File: config.mk
export PLATFORM = sky130hd
export DESIGN_NAME = mem_arbiter_flat
export DESIGN_NICKNAME = d
export VERILOG_FILES = /design/src/rtl/mem_arbiter_pkg.sv /design/src/rtl/mem_arbiter_if.sv /design/src/rtl/mem_arbiter.sv /design/src/flat_wrapper.sv
export SDC_FILE = /design/constraint.sdc
export NUM_CORES = 1
export LEC_CHECK = 0
export ABC_AREA = 1
export BUFFER_PORTS_ARGS = -buffer_cell sky130_fd_sc_hd__buf_4
export CAP_MARGIN = 20
export CORE_MARGIN = 1
export CORE_UTILIZATION = 39
export CTS_CLUSTER_SIZE = 24
export DETAILED_ROUTE_END_ITERATION = 16
export PLACE_DENSITY_LB_ADDON = 0.2
export SETUP_SLACK_MARGIN = 0.5
export SKIP_LAST_GASP = 1
export SYNTH_ARGS = -nofsm -noshare
export SYNTH_HDL_FRONTEND = slang
export SYNTH_SLANG_ARGS = --single-unit
File: constraint.sdc
create_clock -name clk -period 1.5 [get_ports clk]
set_input_delay 0.225 -clock clk [delete_from_list [all_inputs] [get_ports clk]]
set_output_delay 0.225 -clock clk [all_outputs]
set_load 0.05 [all_outputs]
File: src/rtl/mem_arbiter_pkg.sv
// Shared types for the memory arbiter: FSM states, read-return owner tags,
// and the small counter type used by the starvation and burst counters.
package mem_arbiter_pkg;

  // Arbiter FSM: default CPU priority, or an ongoing locked loader burst.
  typedef enum logic [0:0] {
    ARB_CPU = 1'b0,
    ARB_LDR = 1'b1
  } arb_state_t;

  // Who owns the memory in a given cycle; also tags in-flight reads.
  typedef enum logic [1:0] {
    RD_NONE = 2'd0,
    RD_CPU  = 2'd1,
    RD_LDR  = 2'd2
  } rd_owner_t;

  // MAX_WAIT and BURST_MAX are both limited to 1..15, so 4 bits suffice.
  localparam int CNT_W = 4;
  typedef logic [CNT_W-1:0] cnt_t;

  // Increment that sticks at the limit instead of wrapping.
  function automatic cnt_t cnt_inc_sat(input cnt_t cnt, input cnt_t lim);
    return (cnt >= lim) ? cnt : cnt + cnt_t'(1);
  endfunction

endpackage

File: src/rtl/mem_arbiter_if.sv
// Bus bundle between the CPU sequencer, the loader/debug port, the arbiter
// and the single-port memory.
//
// Handshakes:
//   Loader: ldr_req is the loader's valid, ldr_gnt is the arbiter's ready.
//   A beat (read or write) transfers in exactly the cycles where ldr_req and
//   ldr_gnt are both high; ldr_gnt is combinational, so the access happens in
//   the grant cycle. The loader keeps ldr_we/ldr_addr/ldr_wdata stable while
//   ldr_req is high and ldr_gnt is low. Read data returns one cycle after the
//   granted read beat, qualified by ldr_rvalid (no backpressure on returns).
//   CPU: cpu_rd|cpu_wr is the CPU's valid and !cpu_stall is the ready; the
//   CPU holds its strobes, address and data while cpu_stall is high.
//   cpu_rdata follows mem_rdata unconditionally.
interface mem_arbiter_if #(
  parameter int ADDR_W = 5,
  parameter int DATA_W = 8
);
  // CPU side
  logic              cpu_rd;
  logic              cpu_wr;
  logic [ADDR_W-1:0] cpu_addr;
  logic [DATA_W-1:0] cpu_wdata;
  logic [DATA_W-1:0] cpu_rdata;
  logic              cpu_stall;
  // Loader side
  logic              ldr_req;
  logic              ldr_we;
  logic              ldr_lock;
  logic [ADDR_W-1:0] ldr_addr;
  logic [DATA_W-1:0] ldr_wdata;
  logic              ldr_gnt;
  logic              ldr_rvalid;
  logic [DATA_W-1:0] ldr_rdata;
  // Memory side
  logic [ADDR_W-1:0] mem_addr;
  logic [DATA_W-1:0] mem_wdata;
  logic              mem_rd;
  logic              mem_wr;
  logic [DATA_W-1:0] mem_rdata;
  // Status
  logic              err;

  // Arbiter view.
  modport slave (
    input  cpu_rd, cpu_wr, cpu_addr, cpu_wdata,
    output cpu_rdata, cpu_stall,
    input  ldr_req, ldr_we, ldr_lock, ldr_addr, ldr_wdata,
    output ldr_gnt, ldr_rvalid, ldr_rdata,
    output mem_addr, mem_wdata, mem_rd, mem_wr,
    input  mem_rdata,
    output err
  );

  // Requester/memory view (CPU, loader and memory model together).
  modport master (
    output cpu_rd, cpu_wr, cpu_addr, cpu_wdata,
    input  cpu_rdata, cpu_stall,
    output ldr_req, ldr_we, ldr_lock, ldr_addr, ldr_wdata,
    input  ldr_gnt, ldr_rvalid, ldr_rdata,
    input  mem_addr, mem_wdata, mem_rd, mem_wr,
    output mem_rdata,
    input  err
  );

endinterface

File: src/rtl/mem_arbiter.sv
// Arbiter sharing the single-port program/data memory between the CPU
// sequencer and the external loader. CPU has priority; a starvation counter
// forces a loader grant after MAX_WAIT contended cycles, and ldr_lock keeps
// the loader on the memory for up to BURST_MAX beats while the CPU waits.
// Grants are combinational: the access happens in the grant cycle.
module mem_arbiter
  import mem_arbiter_pkg::*;
#(
  parameter int ADDR_W    = 5,
  parameter int DATA_W    = 8,
  parameter int MAX_WAIT  = 4,
  parameter int BURST_MAX = 8
) (
  input  logic          clk,
  input  logic          rst,
  mem_arbiter_if.slave  bus,
  output arb_state_t    dbg_state
);

  localparam cnt_t MAX_WAIT_C  = cnt_t'(MAX_WAIT);
  localparam cnt_t BURST_MAX_C = cnt_t'(BURST_MAX);

  arb_state_t state, state_nxt;
  cnt_t       wait_cnt, wait_nxt;
  cnt_t       beat_cnt, beat_nxt;
  rd_owner_t  rd_owner, rd_owner_nxt;
  rd_owner_t  owner;
  rd_owner_t  cpu_rule_owner;
  cnt_t       cpu_rule_wait;
  logic       cpu_req;
  logic       cpu_is_rd;
  logic       cpu_is_wr;
  logic       mem_rd_c;
  logic       mem_wr_c;
  logic       err_q;
  logic [ADDR_W-1:0] mux_addr;
  logic [DATA_W-1:0] mux_wdata;

  // Decode CPU strobes; a simultaneous read+write is treated as a write.
  always_comb begin
    cpu_req   = bus.cpu_rd | bus.cpu_wr;
    cpu_is_wr = bus.cpu_wr;
    cpu_is_rd = bus.cpu_rd & ~bus.cpu_wr;
  end

  // Default-priority decision: CPU wins unless the loader has waited long enough.
  always_comb begin
    cpu_rule_owner = RD_NONE;
    cpu_rule_wait  = '0;
    if (bus.ldr_req && (!cpu_req || wait_cnt >= MAX_WAIT_C)) begin
      cpu_rule_owner = RD_LDR;
    end else if (cpu_req) begin
      cpu_rule_owner = RD_CPU;
      // Only a contended cycle lost by the loader counts towards starvation.
      if (bus.ldr_req) begin
        cpu_rule_wait = wait_cnt + cnt_t'(1);
      end
    end
  end

  // FSM next state, memory owner and counter updates.
  always_comb begin
    state_nxt = state;
    owner     = RD_NONE;
    wait_nxt  = '0;
    beat_nxt  = '0;
    case (state)
      ARB_CPU: begin
        owner    = cpu_rule_owner;
        wait_nxt = cpu_rule_wait;
        if (cpu_rule_owner == RD_LDR && bus.ldr_lock) begin
          state_nxt = ARB_LDR;
          beat_nxt  = cnt_t'(1);
        end
      end
      ARB_LDR: begin
        if (bus.ldr_req && bus.ldr_lock) begin
          if (beat_cnt >= BURST_MAX_C && cpu_req) begin
            // Burst limit reached with the CPU waiting: hand memory back now.
            owner     = RD_CPU;
            state_nxt = ARB_CPU;
          end else begin
            // Without a waiting CPU the burst may run on; the count saturates.
            owner    = RD_LDR;
            beat_nxt = cnt_inc_sat(beat_cnt, BURST_MAX_C);
          end
        end else begin
          // Burst ended by the loader: this cycle falls back to default rules.
          owner     = cpu_rule_owner;
          wait_nxt  = cpu_rule_wait;
          state_nxt = ARB_CPU;
        end
      end
      default: begin
        state_nxt = ARB_CPU;
      end
    endcase
  end

  // Owner mux onto the memory port; with no owner the CPU address is presented.
  always_comb begin
    mux_addr  = bus.cpu_addr;
    mux_wdata = bus.cpu_wdata;
    mem_rd_c  = 1'b0;
    mem_wr_c  = 1'b0;
    if (owner == RD_LDR) begin
      mux_addr  = bus.ldr_addr;
      mux_wdata = bus.ldr_wdata;
      mem_rd_c  = ~bus.ldr_we;
      mem_wr_c  = bus.ldr_we;
    end else if (owner == RD_CPU) begin
      mem_rd_c = cpu_is_rd;
      mem_wr_c = cpu_is_wr;
    end
    if (rst) begin
      mem_rd_c = 1'b0;
      mem_wr_c = 1'b0;
    end
  end

  // Tag each memory read with its owner so the return can be steered.
  always_comb begin
    rd_owner_nxt = mem_rd_c ? owner : RD_NONE;
  end

  // Arbiter state register.
  always_ff @(posedge clk) begin
    if (rst) begin
      state    <= ARB_CPU;
      wait_cnt <= '0;
      beat_cnt <= '0;
    end else begin
      state    <= state_nxt;
      wait_cnt <= wait_nxt;
      beat_cnt <= beat_nxt;
    end
  end

  // Read-return owner register; reset drops any in-flight loader read.
  always_ff @(posedge clk) begin
    if (rst) begin
      rd_owner <= RD_NONE;
    end else begin
      rd_owner <= rd_owner_nxt;
    end
  end

  // Sticky protocol error: CPU strobed read and write together.
  always_ff @(posedge clk) begin
    if (rst) begin
      err_q <= 1'b0;
    end else if (bus.cpu_rd && bus.cpu_wr) begin
      err_q <= 1'b1;
    end
  end

  assign bus.mem_addr   = mux_addr;
  assign bus.mem_wdata  = mux_wdata;
  assign bus.mem_rd     = mem_rd_c;
  assign bus.mem_wr     = mem_wr_c;
  assign bus.ldr_gnt    = ~rst & (owner == RD_LDR);
  assign bus.cpu_stall  = ~rst & cpu_req & (owner != RD_CPU);
  assign bus.ldr_rvalid = (rd_owner == RD_LDR);
  assign bus.ldr_rdata  = bus.mem_rdata;
  assign bus.cpu_rdata  = bus.mem_rdata;
  assign bus.err        = err_q;
  assign dbg_state      = state;

endmodule

File: src/flat_wrapper.sv
// flat-port wrapper written by rule: the top's interface ports become plain ports
module mem_arbiter_flat import mem_arbiter_pkg::*;
#(
  parameter int ADDR_W    = 5,
  parameter int DATA_W    = 8,
  parameter int MAX_WAIT  = 4,
  parameter int BURST_MAX = 8
)
  (clk, rst, dbg_state, bus_cpu_rd, bus_cpu_wr, bus_cpu_addr, bus_cpu_wdata, bus_cpu_rdata, bus_cpu_stall, bus_ldr_req, bus_ldr_we, bus_ldr_lock, bus_ldr_addr, bus_ldr_wdata, bus_ldr_gnt, bus_ldr_rvalid, bus_ldr_rdata, bus_mem_addr, bus_mem_wdata, bus_mem_rd, bus_mem_wr, bus_mem_rdata, bus_err);
  mem_arbiter_if #(.ADDR_W(ADDR_W), .DATA_W(DATA_W)) bus_i ();
  input  logic clk;
  input  logic rst;
  output arb_state_t dbg_state;
  input wire logic [$bits(bus_i.cpu_rd)-1:0] bus_cpu_rd;
  input wire logic [$bits(bus_i.cpu_wr)-1:0] bus_cpu_wr;
  input wire logic [$bits(bus_i.cpu_addr)-1:0] bus_cpu_addr;
  input wire logic [$bits(bus_i.cpu_wdata)-1:0] bus_cpu_wdata;
  output wire logic [$bits(bus_i.cpu_rdata)-1:0] bus_cpu_rdata;
  output wire logic [$bits(bus_i.cpu_stall)-1:0] bus_cpu_stall;
  input wire logic [$bits(bus_i.ldr_req)-1:0] bus_ldr_req;
  input wire logic [$bits(bus_i.ldr_we)-1:0] bus_ldr_we;
  input wire logic [$bits(bus_i.ldr_lock)-1:0] bus_ldr_lock;
  input wire logic [$bits(bus_i.ldr_addr)-1:0] bus_ldr_addr;
  input wire logic [$bits(bus_i.ldr_wdata)-1:0] bus_ldr_wdata;
  output wire logic [$bits(bus_i.ldr_gnt)-1:0] bus_ldr_gnt;
  output wire logic [$bits(bus_i.ldr_rvalid)-1:0] bus_ldr_rvalid;
  output wire logic [$bits(bus_i.ldr_rdata)-1:0] bus_ldr_rdata;
  output wire logic [$bits(bus_i.mem_addr)-1:0] bus_mem_addr;
  output wire logic [$bits(bus_i.mem_wdata)-1:0] bus_mem_wdata;
  output wire logic [$bits(bus_i.mem_rd)-1:0] bus_mem_rd;
  output wire logic [$bits(bus_i.mem_wr)-1:0] bus_mem_wr;
  input wire logic [$bits(bus_i.mem_rdata)-1:0] bus_mem_rdata;
  output wire logic [$bits(bus_i.err)-1:0] bus_err;
  assign bus_i.cpu_rd = bus_cpu_rd;
  assign bus_i.cpu_wr = bus_cpu_wr;
  assign bus_i.cpu_addr = bus_cpu_addr;
  assign bus_i.cpu_wdata = bus_cpu_wdata;
  assign bus_cpu_rdata = bus_i.cpu_rdata;
  assign bus_cpu_stall = bus_i.cpu_stall;
  assign bus_i.ldr_req = bus_ldr_req;
  assign bus_i.ldr_we = bus_ldr_we;
  assign bus_i.ldr_lock = bus_ldr_lock;
  assign bus_i.ldr_addr = bus_ldr_addr;
  assign bus_i.ldr_wdata = bus_ldr_wdata;
  assign bus_ldr_gnt = bus_i.ldr_gnt;
  assign bus_ldr_rvalid = bus_i.ldr_rvalid;
  assign bus_ldr_rdata = bus_i.ldr_rdata;
  assign bus_mem_addr = bus_i.mem_addr;
  assign bus_mem_wdata = bus_i.mem_wdata;
  assign bus_mem_rd = bus_i.mem_rd;
  assign bus_mem_wr = bus_i.mem_wr;
  assign bus_i.mem_rdata = bus_mem_rdata;
  assign bus_err = bus_i.err;
  mem_arbiter #(.ADDR_W(ADDR_W), .DATA_W(DATA_W), .MAX_WAIT(MAX_WAIT), .BURST_MAX(BURST_MAX)) u_core (.clk(clk), .rst(rst), .bus(bus_i), .dbg_state(dbg_state));
endmodule
==> results of run 1 <==
==> state kept, by name (all words and copies together), names as in the netlist <==
signal,cells
u_core.beat_cnt,4
u_core.wait_cnt,4
u_core.rd_owner,2
u_core.bus.err,1
u_core.dbg_state,1
==> logic make-up (layout without fill, tap and decap cells) <==
family,after synthesis,in the layout,share of synthesized area [%]
AOI/OAI and AO/OA,9,9,5.49
adders and majority gates,3,3,3.74
buffers and inverters,33,83,20.8
DFF,12,12,23.9
other,1,1,0.374
and+or+nand+nor,83,84,45.6
==> stage by stage <==
stage               hold WS [ps]  TNS (ps)  setup slack [ps]  total power (uW)  util [%]
CTS                          142     -2600              -168              1150      68.8
floorplan                    297         0              58.2               818         -
finish                       148     -2790              -186              1190      76.1
global placement             407         0              19.0               863      60.4
detailed placement           421     -6.85             -4.74               869      60.4
global route                 154     -4020              -253              1250      76.1
==> cell type report <==
type                            instances  area (um^2)
Clock buffer                            4         26.3
Tap cell                               30         37.5
Timing Repair inverter                  1         16.3
Sequential cell                        12          246
Multi-Input combinational cell         97          805
Fill cell                             163          587
Timing Repair Buffer                   64          649
Inverter                               14         87.6
==> power groups by stage <==
stage	Sequential (uW)	Clock [uW]	Combinational, uW
3_3_place_gp	339	0	524
4_1_cts	334	202	609
6_report	335	194	663
5_1_grt	336	215	698
2_1_floorplan	349	0	469
3_5_place_dp	340	0	529
==> cell usage in the layout (no fill, tap or decap), types with 3 or more instances in the layout <==
master and count:
sky130_fd_sc_hd__nand2_2 17, sky130_fd_sc_hd__nand3_1 8, sky130_fd_sc_hd__buf_4 38, sky130_fd_sc_hd__dfxtp_1 9
sky130_fd_sc_hd__clkbuf_4 3, sky130_fd_sc_hd__nand2_1 11, sky130_fd_sc_hd__ha_1 3, sky130_fd_sc_hd__buf_6 11
sky130_fd_sc_hd__buf_8 13, sky130_fd_sc_hd__nor2_1 9, sky130_fd_sc_hd__inv_2 3, sky130_fd_sc_hd__nand2_4 29
sky130_fd_sc_hd__nor2_4 4, sky130_fd_sc_hd__inv_1 7
==> worst min path at each step <==
stage | slack [ps] | endpoint | cells after the start
after floorplan | 300 | u_core.rd_owner[1] | 1
after global placement | 410 | u_core.wait_cnt[0] | 1
after detailed placement | 420 | u_core.rd_owner[1] | 2
after CTS | 140 | u_core.rd_owner[1] | 2
after global routing | 150 | u_core.rd_owner[1] | 2
final | 150 | u_core.rd_owner[1] | 2
==> layer usage <==
| layer | global-route usage, % | vias up | wire length (um) | part of all wire [%] |
|---|---|---|---|---|
| met5 | 0 | - | 0 | 0 |
| met4 | 7.46 | 0 | 8 | 0.28 |
| met3 | 1.45 | 2 | 192 | 6.8 |
| met2 | 35.0 | 39 | 1600 | 57 |
| met1 | 19.5 | 479 | 1010 | 36 |
| li1 | - | 516 | - | - |
==> timing repair <==
action                                  in CTS  in global routing
cloned                                       0                  3
pin swaps                                    3                  5
endpoints found under the setup margin      27                 28
gates resized for setup                     43                 28
setup buffers                                2                  4
==> impl_metrics.csv, run 1 <==
group,metric,value,unit
outcome,run_status,"complete, but fails checks",
outcome,violations,"negative setup slack",
floorplanning,rows,18,
setup_path,setup.worst_path.class,"reg -> out",
synth,yosysWarningCount,0,
placed_design,place_congestion,0.774,
pwr,swShare,40.2,%
setup_path,cp-end-kind,"primary output",
synth,synth-seq-cells,12,
cells_and_area,syn_to_final_growth,86.2,%
timing,final_setup_violation_count,17,
global_routing,grt_first_pass_wirelength,3770,um
synth,syn_area,1000,um^2
setup_path,r2r.worst_path.cells,7,
clock_network,cts_tree,"done",
global_routing,pin_count_of_the_biggest_net_entering_global_routing,15,
clock_network,htree_levels,1,
synth,postSynthAreaPerCell,7.12,um^2
setup_path,timing.critical_path.mode_cell,"sky130_fd_sc_hd__nand2_4",
setup_path,timing.critical_path.buf_inv,2,
setup_path,slack_of_the_worst_reg_to_reg_path,300,ps
pwr,power_frac_comb,55.7,%
floorplanning,die_width,52.7,um
placed_design,place.detailed.instances,209,
setup_path,cp_num_cells,7,
timing,postLayoutSetupSlackWorst,-186,ps
global_routing,grt.total_usage,18.0,%
pwr,clockPowerShare,16.2,%
setup_path,reg2reg_end,"u_core.rd_owner[0]",
setup_path,cp_data_required_time,1270,ps
clock_network,cts.reportedPaths.clkPinSlew,70,ps
synth,ys_async_sr_fraction,0,%
synth,synthesis.instances,141,
setup_path,worst_path_dominant_cell_family,"flip-flops",
clock_network,clkSinkCount,12,
timing,achievable-frequency,0.593,GHz
setup_path,crit_path_max_incr_delay,370,ps
route,detail_route.wirelength,2810,um
route,total_number_of_vias,1036,
global_routing,first_global_vias,954,
pwr,power_density,638,nW/um^2
synth,yosysTopAreaCell,"sky130_fd_sc_hd__dfxtp_1",
job,cap_viol_max_count,0,
timing,fin_skew,2.25,ps
cells_and_area,num-nets-final,237,
cells_and_area,layout.cell_area.non_filler,1870,um^2
synth,edff_count_synth,0,
setup_path,critPathLaunch,"u_core.dbg_state",
floorplanning,core_area,2450,um^2
clock_network,cts_hold_buffers,0,
pwr,pint,713,uW
setup_path,critical_path_peak_fanout,5,
route,detail_route.drc_violations,0,
route,antenna_viol_nets_final,0,
synth,netlist.area_leader.share,23.9,%
synth,synth.cells.most_frequent,"sky130_fd_sc_hd__nand2_1 (41), sky130_fd_sc_hd__buf_4 (17), sky130_fd_sc_hd__nor2_1 (14)",
global_routing,gr-total-overflow,0,
worst_hold_path,timing.hold.worst.class,"in -> reg",
pwr,vdd_drop_max,0.000750,V
floorplanning,boundaryPins,77,
cells_and_area,drive_gt1_share,72.4,%
pwr,p_seq_share,28.1,%
worst_hold_path,worst_hold_startpoint,"bus_ldr_we",
placed_design,port-buffer-count,52,
setup_path,timing.rr.start,"u_core.dbg_state",
floorplanning,effective_utilization_at_floorplan,40.9,%
setup_path,max_stage_delay_cell_worst_path,"sky130_fd_sc_hd__dfxtp_4",
route,wl_per_cell,12.7,um
synth,synth-main-ff-cell,"sky130_fd_sc_hd__dfxtp_1",
cells_and_area,finish.cell_count_without_fillers,222,
route,detail_route.first_pass.iterations,4,
floorplanning,design.die.area,2780,um^2
global_routing,antenna_found_initial,0,
cells_and_area,insertedDiodeCount,0,
pwr,leakage_power,0.000892,uW
setup_path,crit_path_end,"bus_mem_wdata[2]",
clock_network,cts-buffers-inserted,3,
clock_network,cts_max_path_buffers,2,
route,vias_cell,4.67,
synth,synth.most_common_cell,"sky130_fd_sc_hd__nand2_1",
setup_path,path_cells,"a21oi_4, nand2_4, nand2_8, clkbuf_16, nand2_2, nand2_4, buf_8",
floorplanning,floorplan.die.height,52.7,um
timing,slew_violations,0,
timing,period_needed,1690,ps
pwr,net-switching-power,479,uW
synth,syn_nets,185,
synth,synthTopCellsByArea,"sky130_fd_sc_hd__dfxtp_1 (24%), sky130_fd_sc_hd__nand2_1 (15%), sky130_fd_sc_hd__nand2_4 (13%)",
timing,finalCritPeriodShare,112,%
placed_design,post-dp-hpwl,1790,um
timing,unrepaired_setup_endpoints_after_global_routing,"yes",
setup_path,cp-start-kind,"register",
setup_path,critical_path_arrival,1460,ps
clock_network,clock_latency,260,ps
timing,hold_viol_final,0,
route,dr.first_iter.drc_count,8,
synth,count_of_cell_types_in_the_netlist,23,
synth,ys_seq_area_share,23.9,%
placed_design,detailed_place.area,1480,um^2
clock_network,cts_root_buffer,"sky130_fd_sc_hd__clkbuf_4",
Power figures use the tool's default switching activity.
==> inputs of run 2 (changes only) <==
Settings changed: REMOVE_ABC_BUFFERS set to 1.
==> run 2 against run 1 <==
Net effect:
- the flow still finishes with violations (negative setup slack)
- sequential share of layout area increased by 1.1 points
- critical path depth increased by 1
- count of clock-buffer cells in the layout unchanged
- via count increased by 6.1%
- cell count increased by 0.90%
- global-route usage increased by 1.6 points
- non-clock buffer count increased by 4
- maximum frequency decreased by 2.4%
- worst hold slack got worse by 30 ps
- die area unchanged
- combinational power decreased by 11%
==> impl_metrics.csv, run 2 (synthesis results as in run 1) <==
group,metric,value,unit
route,wl_per_cell,12.9,um
floorplanning,die_width,52.7,um
floorplanning,effective_utilization_at_floorplan,40.9,%
timing,unrepaired_setup_endpoints_after_global_routing,"yes",
clock_network,cts_hold_buffers,0,
worst_hold_path,worst_hold_startpoint,"bus_ldr_we",
route,detail_route.drc_violations,0,
timing,postLayoutSetupSlackWorst,-226,ps
cells_and_area,multi_input_comb_area,674,um^2
setup_path,cp_data_required_time,1270,ps
global_routing,grt_util_met1,20.1,%
floorplanning,design.die.area,2780,um^2
setup_path,slack_of_the_worst_reg_to_reg_path,220,ps
global_routing,pin_count_of_the_biggest_net_entering_global_routing,15,
cells_and_area,drive_gt1_share,66.0,%
route,dr.first_iter.drc_count,26,
floorplanning,rows,18,
timing,setup_tns,-3440,ps
timing,final_setup_violation_count,17,
route,detail_route.first_pass.iterations,5,
clock_network,htree_levels,1,
job,cap_viol_max_count,0,
timing,hold_viol_final,0,
placed_design,preCtsSetupSlack,-4.06,ps
timing,finalCritPeriodShare,115,%
pwr,finalPower,1200,uW
global_routing,grt.total_usage,19.6,%
global_routing,antenna_found_initial,0,
pwr,power_density,697,nW/um^2
global_routing,met2_usage,34.4,%
pwr,leakage_power,0.000867,uW
cells_and_area,largest_regs,"u_core.beat_cnt: 4 flops, u_core.wait_cnt: 4 flops, u_core.rd_owner: 2 flops",
global_routing,gr-max-usage-layer,"met2",
placed_design,post-dp-hpwl,1930,um
outcome,violations,"negative setup slack",
timing,fin_skew,1.43,ps
placed_design,port-buffer-count,52,
timing,achievable-frequency,0.579,GHz
cells_and_area,final_cell_mix,"sky130_fd_sc_hd__buf_4 (43), sky130_fd_sc_hd__nand2_1 (23), sky130_fd_sc_hd__nand2_2 (19), sky130_fd_sc_hd__buf_6 (16), sky130_fd_sc_hd__nand2_4 (14)",
cells_and_area,syn_to_final_growth,71.3,%
global_routing,grt_first_pass_wirelength,4020,um
cells_and_area,n_fill_cell,188,
outcome,run_status,"complete, but fails checks",
cells_and_area,insertedDiodeCount,0,
worst_hold_path,timing.hold.worst.class,"in -> reg",
worst_hold_path,timing.hold.worst_endpoint,"u_core.rd_owner[1]",
route,detail_route.wirelength,2890,um
timing,period_needed,1730,ps
setup_path,cp-start-kind,"register",
placed_design,place.detailed.instances,208,
placed_design,place_congestion,0.769,
setup_path,critical_path_arrival,1500,ps
pwr,vdd_drop_max,0.000551,V
global_routing,first_global_vias,942,
clock_network,cts_root_buffer,"sky130_fd_sc_hd__clkbuf_4",
setup_path,cp-end-kind,"primary output",
cells_and_area,finish.cell_count_without_fillers,224,
clock_network,clkSinkCount,12,
clock_network,cts_tree,"done",
setup_path,timing.rr.start,"u_core.dbg_state",
cells_and_area,post_layout_utilization_of_the_core,70.0,%
route,total_number_of_vias,1099,
global_routing,global_route.usage.met3,9.57,%
clock_network,cts_max_path_buffers,2,
setup_path,setup.worst_path.class,"reg -> out",
cells_and_area,num-nets-final,239,
floorplanning,floorplan.die.height,52.7,um
floorplanning,core_area,2450,um^2
global_routing,gr-total-overflow,0,
setup_path,r2r.worst_path.cells,9,
clock_network,cts.reportedPaths.clkPinSlew,80,ps
clock_network,cts-buffers-inserted,3,
route,vias_cell,4.91,
clock_network,clock_latency,280,ps
cells_and_area,mostFrequentLayoutCell,"sky130_fd_sc_hd__buf_4",
setup_path,critical_path_peak_fanout,6,
worst_hold_path,worst_hold_path.num_cells,2,
floorplanning,boundaryPins,77,
setup_path,reg2reg_end,"u_core.beat_cnt[2]",
route,antenna_viol_nets_final,0,
timing,slew_violations,0,
cells_and_area,final-seq-area,246,um^2
## run 2: cell types whose count changed in the layout (fill, tap and decap cells not counted), sizes merged
| cell | change |
|---|---|
| buf | +5 |
| clkbuf | -1 |
| nand2 | -1 |
| clkinv | -1 |
| inv | +1 |
| clkinvlp | -1 |
## run 2: per-layer routing
layer,routed length [um],up-vias
met1,1080,506
met5,0,-
met2,1470,65
met4,40,0
met3,295,7
li1,-,521
## run 2: worst max path at each step
stage	from	endpoint	slack [ps]	cells past startpoint
after floorplan	u_core.dbg_state	bus_mem_wr	-770	6
after CTS	u_core.dbg_state	bus_mem_addr[2]	-190	7
after detailed placement	u_core.wait_cnt[2]	bus_mem_wdata[4]	-4	8
final	u_core.dbg_state	bus_mem_addr[0]	-230	8
after global routing	u_core.dbg_state	bus_mem_wdata[4]	-300	7
after global placement	u_core.dbg_state	bus_mem_wr	30	7
## run 2: critical path: stages, from the launching register on
cell	delay, ps
sky130_fd_sc_hd__dfxtp_4	390
sky130_fd_sc_hd__inv_4	50
sky130_fd_sc_hd__nor2_8	90
sky130_fd_sc_hd__nand2_4	90
sky130_fd_sc_hd__nand2_8	160
sky130_fd_sc_hd__buf_6	150
sky130_fd_sc_hd__nand2_2	50
sky130_fd_sc_hd__nand2_2	70
sky130_fd_sc_hd__buf_8	140
## run 2: metrics by stage
step	hold slack, ps	instance area [um^2]
floorplan	294	852
global placement	395	1310
detailed placement	399	1310
CTS	102	1550
global route	115	1720
finish	118	1720
## run 2: cell type report
cell class	count	share of cell area, %
multi-input cells	96	39.2
repair buffers	68	37.4
clock buffers	4	2.11
well taps	30	2.18
inverters	14	4.73
flip-flops and latches	12	14.3
## run 2: power by group
part | leakage, uW | switching, uW | internal [uW] | total [uW]
Sequential | 0.0000994 | 7.18 | 327 | 334
Clock | 0.0000210 | 124 | 148 | 272
Combinational | 0.000747 | 345 | 247 | 591
Total | 0.000867 | 476 | 722 | 1200
## run 2: repair_timing
item | CTS | global route
setup buffers | 5 | 7
hold endpoints to repair | 0 | 0
pin swaps | 10 | 7
gates resized for setup | 42 | 34
setup endpoints to repair | 28 | 28
==> inputs of run 3 (changes only) <==
Settings changed: CORE_UTILIZATION 39 to 42.
Clock period 1.5 ns to 2.02 ns, I/O delays scaled along.
==> run 3 against run 2 <==
Net effect:
- the run now ends clean
- sequential share of layout area decreased by 0.17 points
- die area decreased by 6.9%
- setup slack improved by 390 ps
- critical endpoint is now bus_cpu_stall
- count of clock-buffer cells in the layout unchanged
- first-iteration DRC count decreased by 23%
- sequential power decreased by 26%
- critical path depth decreased by 1
- via count increased by 0.18%
- cell count increased by 0.45%
- routed wire length increased by 14%
- worst hold slack improved by 89 ps
- flip-flop and latch count unchanged
==> impl_metrics.csv, run 3 (synthesis results as in run 1) <==
group,metric,value,unit
outcome,run_status,"complete, no violations",
route,wl_per_cell,14.6,um
timing,achievable-frequency,0.540,GHz
setup_path,max_stage_delay_cell_worst_path,"sky130_fd_sc_hd__dfxtp_4",
clock_network,clock_latency,280,ps
clock_network,cts.reportedPaths.clkPinSlew,80,ps
clock_network,cts_hold_buffers,0,
placed_design,place_congestion,0.878,
setup_path,cp-end-kind,"primary output",
route,vias_cell,4.89,
placed_design,place.detailed.instances,202,
global_routing,pin_count_of_the_biggest_net_entering_global_routing,10,
floorplanning,floorplan.die.height,50.9,um
cells_and_area,largest_regs,"u_core.beat_cnt: 4 flops, u_core.wait_cnt: 4 flops, u_core.rd_owner: 2 flops",
timing,slew_violations,0,
route,detail_route.wirelength,3290,um
floorplanning,boundaryPins,77,
cells_and_area,n_fill_cell,141,
clock_network,cts_max_path_buffers,2,
clock_network,clkSinkCount,12,
cells_and_area,finish.cell_count_without_fillers,225,
cells_and_area,final_cell_mix,"sky130_fd_sc_hd__buf_4 (45), sky130_fd_sc_hd__nand2_1 (25), sky130_fd_sc_hd__nand2_4 (18), sky130_fd_sc_hd__buf_6 (16), sky130_fd_sc_hd__nand2_2 (12)",
global_routing,antenna_found_initial,0,
timing,period_needed,1850,ps
pwr,leakage_power,0.000904,uW
worst_hold_path,timing.hold.worst.class,"in -> reg",
cells_and_area,drive_gt1_share,62.9,%
cells_and_area,layout.cell_area.non_filler,1750,um^2
route,detail_route.first_pass.iterations,5,
floorplanning,effective_utilization_at_floorplan,44.9,%
timing,final_setup_violation_count,0,
floorplanning,design.die.area,2590,um^2
timing,finalCritPeriodShare,91.7,%
clock_network,cts_root_buffer,"sky130_fd_sc_hd__clkbuf_4",
floorplanning,die_width,50.9,um
setup_path,cp-start-kind,"register",
route,total_number_of_vias,1101,
pwr,power_density,520,nW/um^2
global_routing,first_global_vias,1021,
timing,unrepaired_setup_endpoints_after_global_routing,"yes",
setup_path,path_cells,"a21oi_4, nand2_4, buf_6, nand2_8, nand2_4, nor2_4, buf_6",
clock_network,cts_tree,"done",
timing,hold_viol_final,0,
floorplanning,rows,17,
setup_path,critical_path_peak_fanout,5,
floorplanning,core_area,2230,um^2
placed_design,port-buffer-count,52,
timing,final.hold.worst_slack,207,ps
placed_design,post-dp-hpwl,1870,um
timing,fin_skew,4.80,ps
cells_and_area,insertedDiodeCount,0,
route,antenna_viol_nets_final,0,
job,cap_viol_max_count,0,
clock_network,cts-buffers-inserted,3,
pwr,vdd_drop_max,0.000564,V
clock_network,htree_levels,1,
cells_and_area,mostFrequentLayoutCell,"sky130_fd_sc_hd__buf_4",
setup_path,critical_path_arrival,1550,ps
global_routing,grt_first_pass_wirelength,4410,um
setup_path,slack_of_the_worst_reg_to_reg_path,790,ps
placed_design,detailed_place.area,1280,um^2
global_routing,grt.total_usage,23.3,%
setup_path,crit_path_max_incr_delay,370,ps
setup_path,setup.worst_path.class,"reg -> out",
route,detail_route.drc_violations,0,
cells_and_area,num-nets-final,242,
setup_path,cp_data_required_time,1720,ps
global_routing,gr-total-overflow,0,
cells_and_area,syn_to_final_growth,74.3,%
route,dr.first_iter.drc_count,20,
==> run 3: changes by cell type in the layout (fill, tap and decap cells not counted), sizes merged <==
cell    before  now
inv         13   15
clkinv       1    0
nand2       57   59
==> run 3: worst paths after layout <==
path | from | depth (start not counted) | end
worst max-delay path | u_core.dbg_state | 7 | bus_cpu_stall
worst min-delay path | bus_ldr_we | 2 | u_core.rd_owner[1]
worst max register to register | u_core.dbg_state | 8 | u_core.beat_cnt[0]
worst min register to register | u_core.wait_cnt[0] | 1 | u_core.wait_cnt[0]
==> run 3: through the flow <==
step / total power [uW] / TNS [ps] / setup slack (ps) / util [%]
after global placement: 586 / 0 / 363 / 57.2
after CTS: 862 / 0 / 227 / 71.1
final: 910 / 0 / 168 / 78.3
after global routing: 945 / 0 / 117 / 78.3
after detailed placement: 590 / 0 / 330 / 57.2
after floorplan: 463 / -705 / -324 / -
==> run 3: routing by layer <==
layer | vias up | track usage [%] | share of wire, %
li1 | 534 | - | -
met1 | 499 | 23.1 | 37
met2 | 62 | 39.3 | 54
met3 | 6 | 10.7 | 7.9
met4 | 0 | 14.4 | 1.8
met5 | - | 0 | 0
==> run 3: critical path, delay by kind of cell (launching register included) <==
family,cells,cell delay (ps)
simple gates,4,370
compound gates,1,210
flops,1,370
buf+inv,2,310
==> run 3: final cells by class <==
class                   count  area (um^2)  area share [%]
inverters                  14         71.3            4.08
repair buffers             68          633            36.2
clock buffers               4         36.3            2.07
multi-input cells          98          714            40.8
repair inverters            1         11.3           0.644
well taps                  28         35.0            2.00
flip-flops and latches     12          248            14.2
==> run 3: power breakdown <==
group	internal [uW]	total, uW	switching (uW)
Combinational	190	464	274
Clock	110	198	88.6
Sequential	243	247	4.65
Total	543	910	367
==> run 3: timing repair <==
action                     in CTS  in global routing
gates cloned                    3                  0
setup endpoints to repair      17                 17
pin swaps                      11                 23
gates resized for setup        46                 25
buffers inserted                9                  7
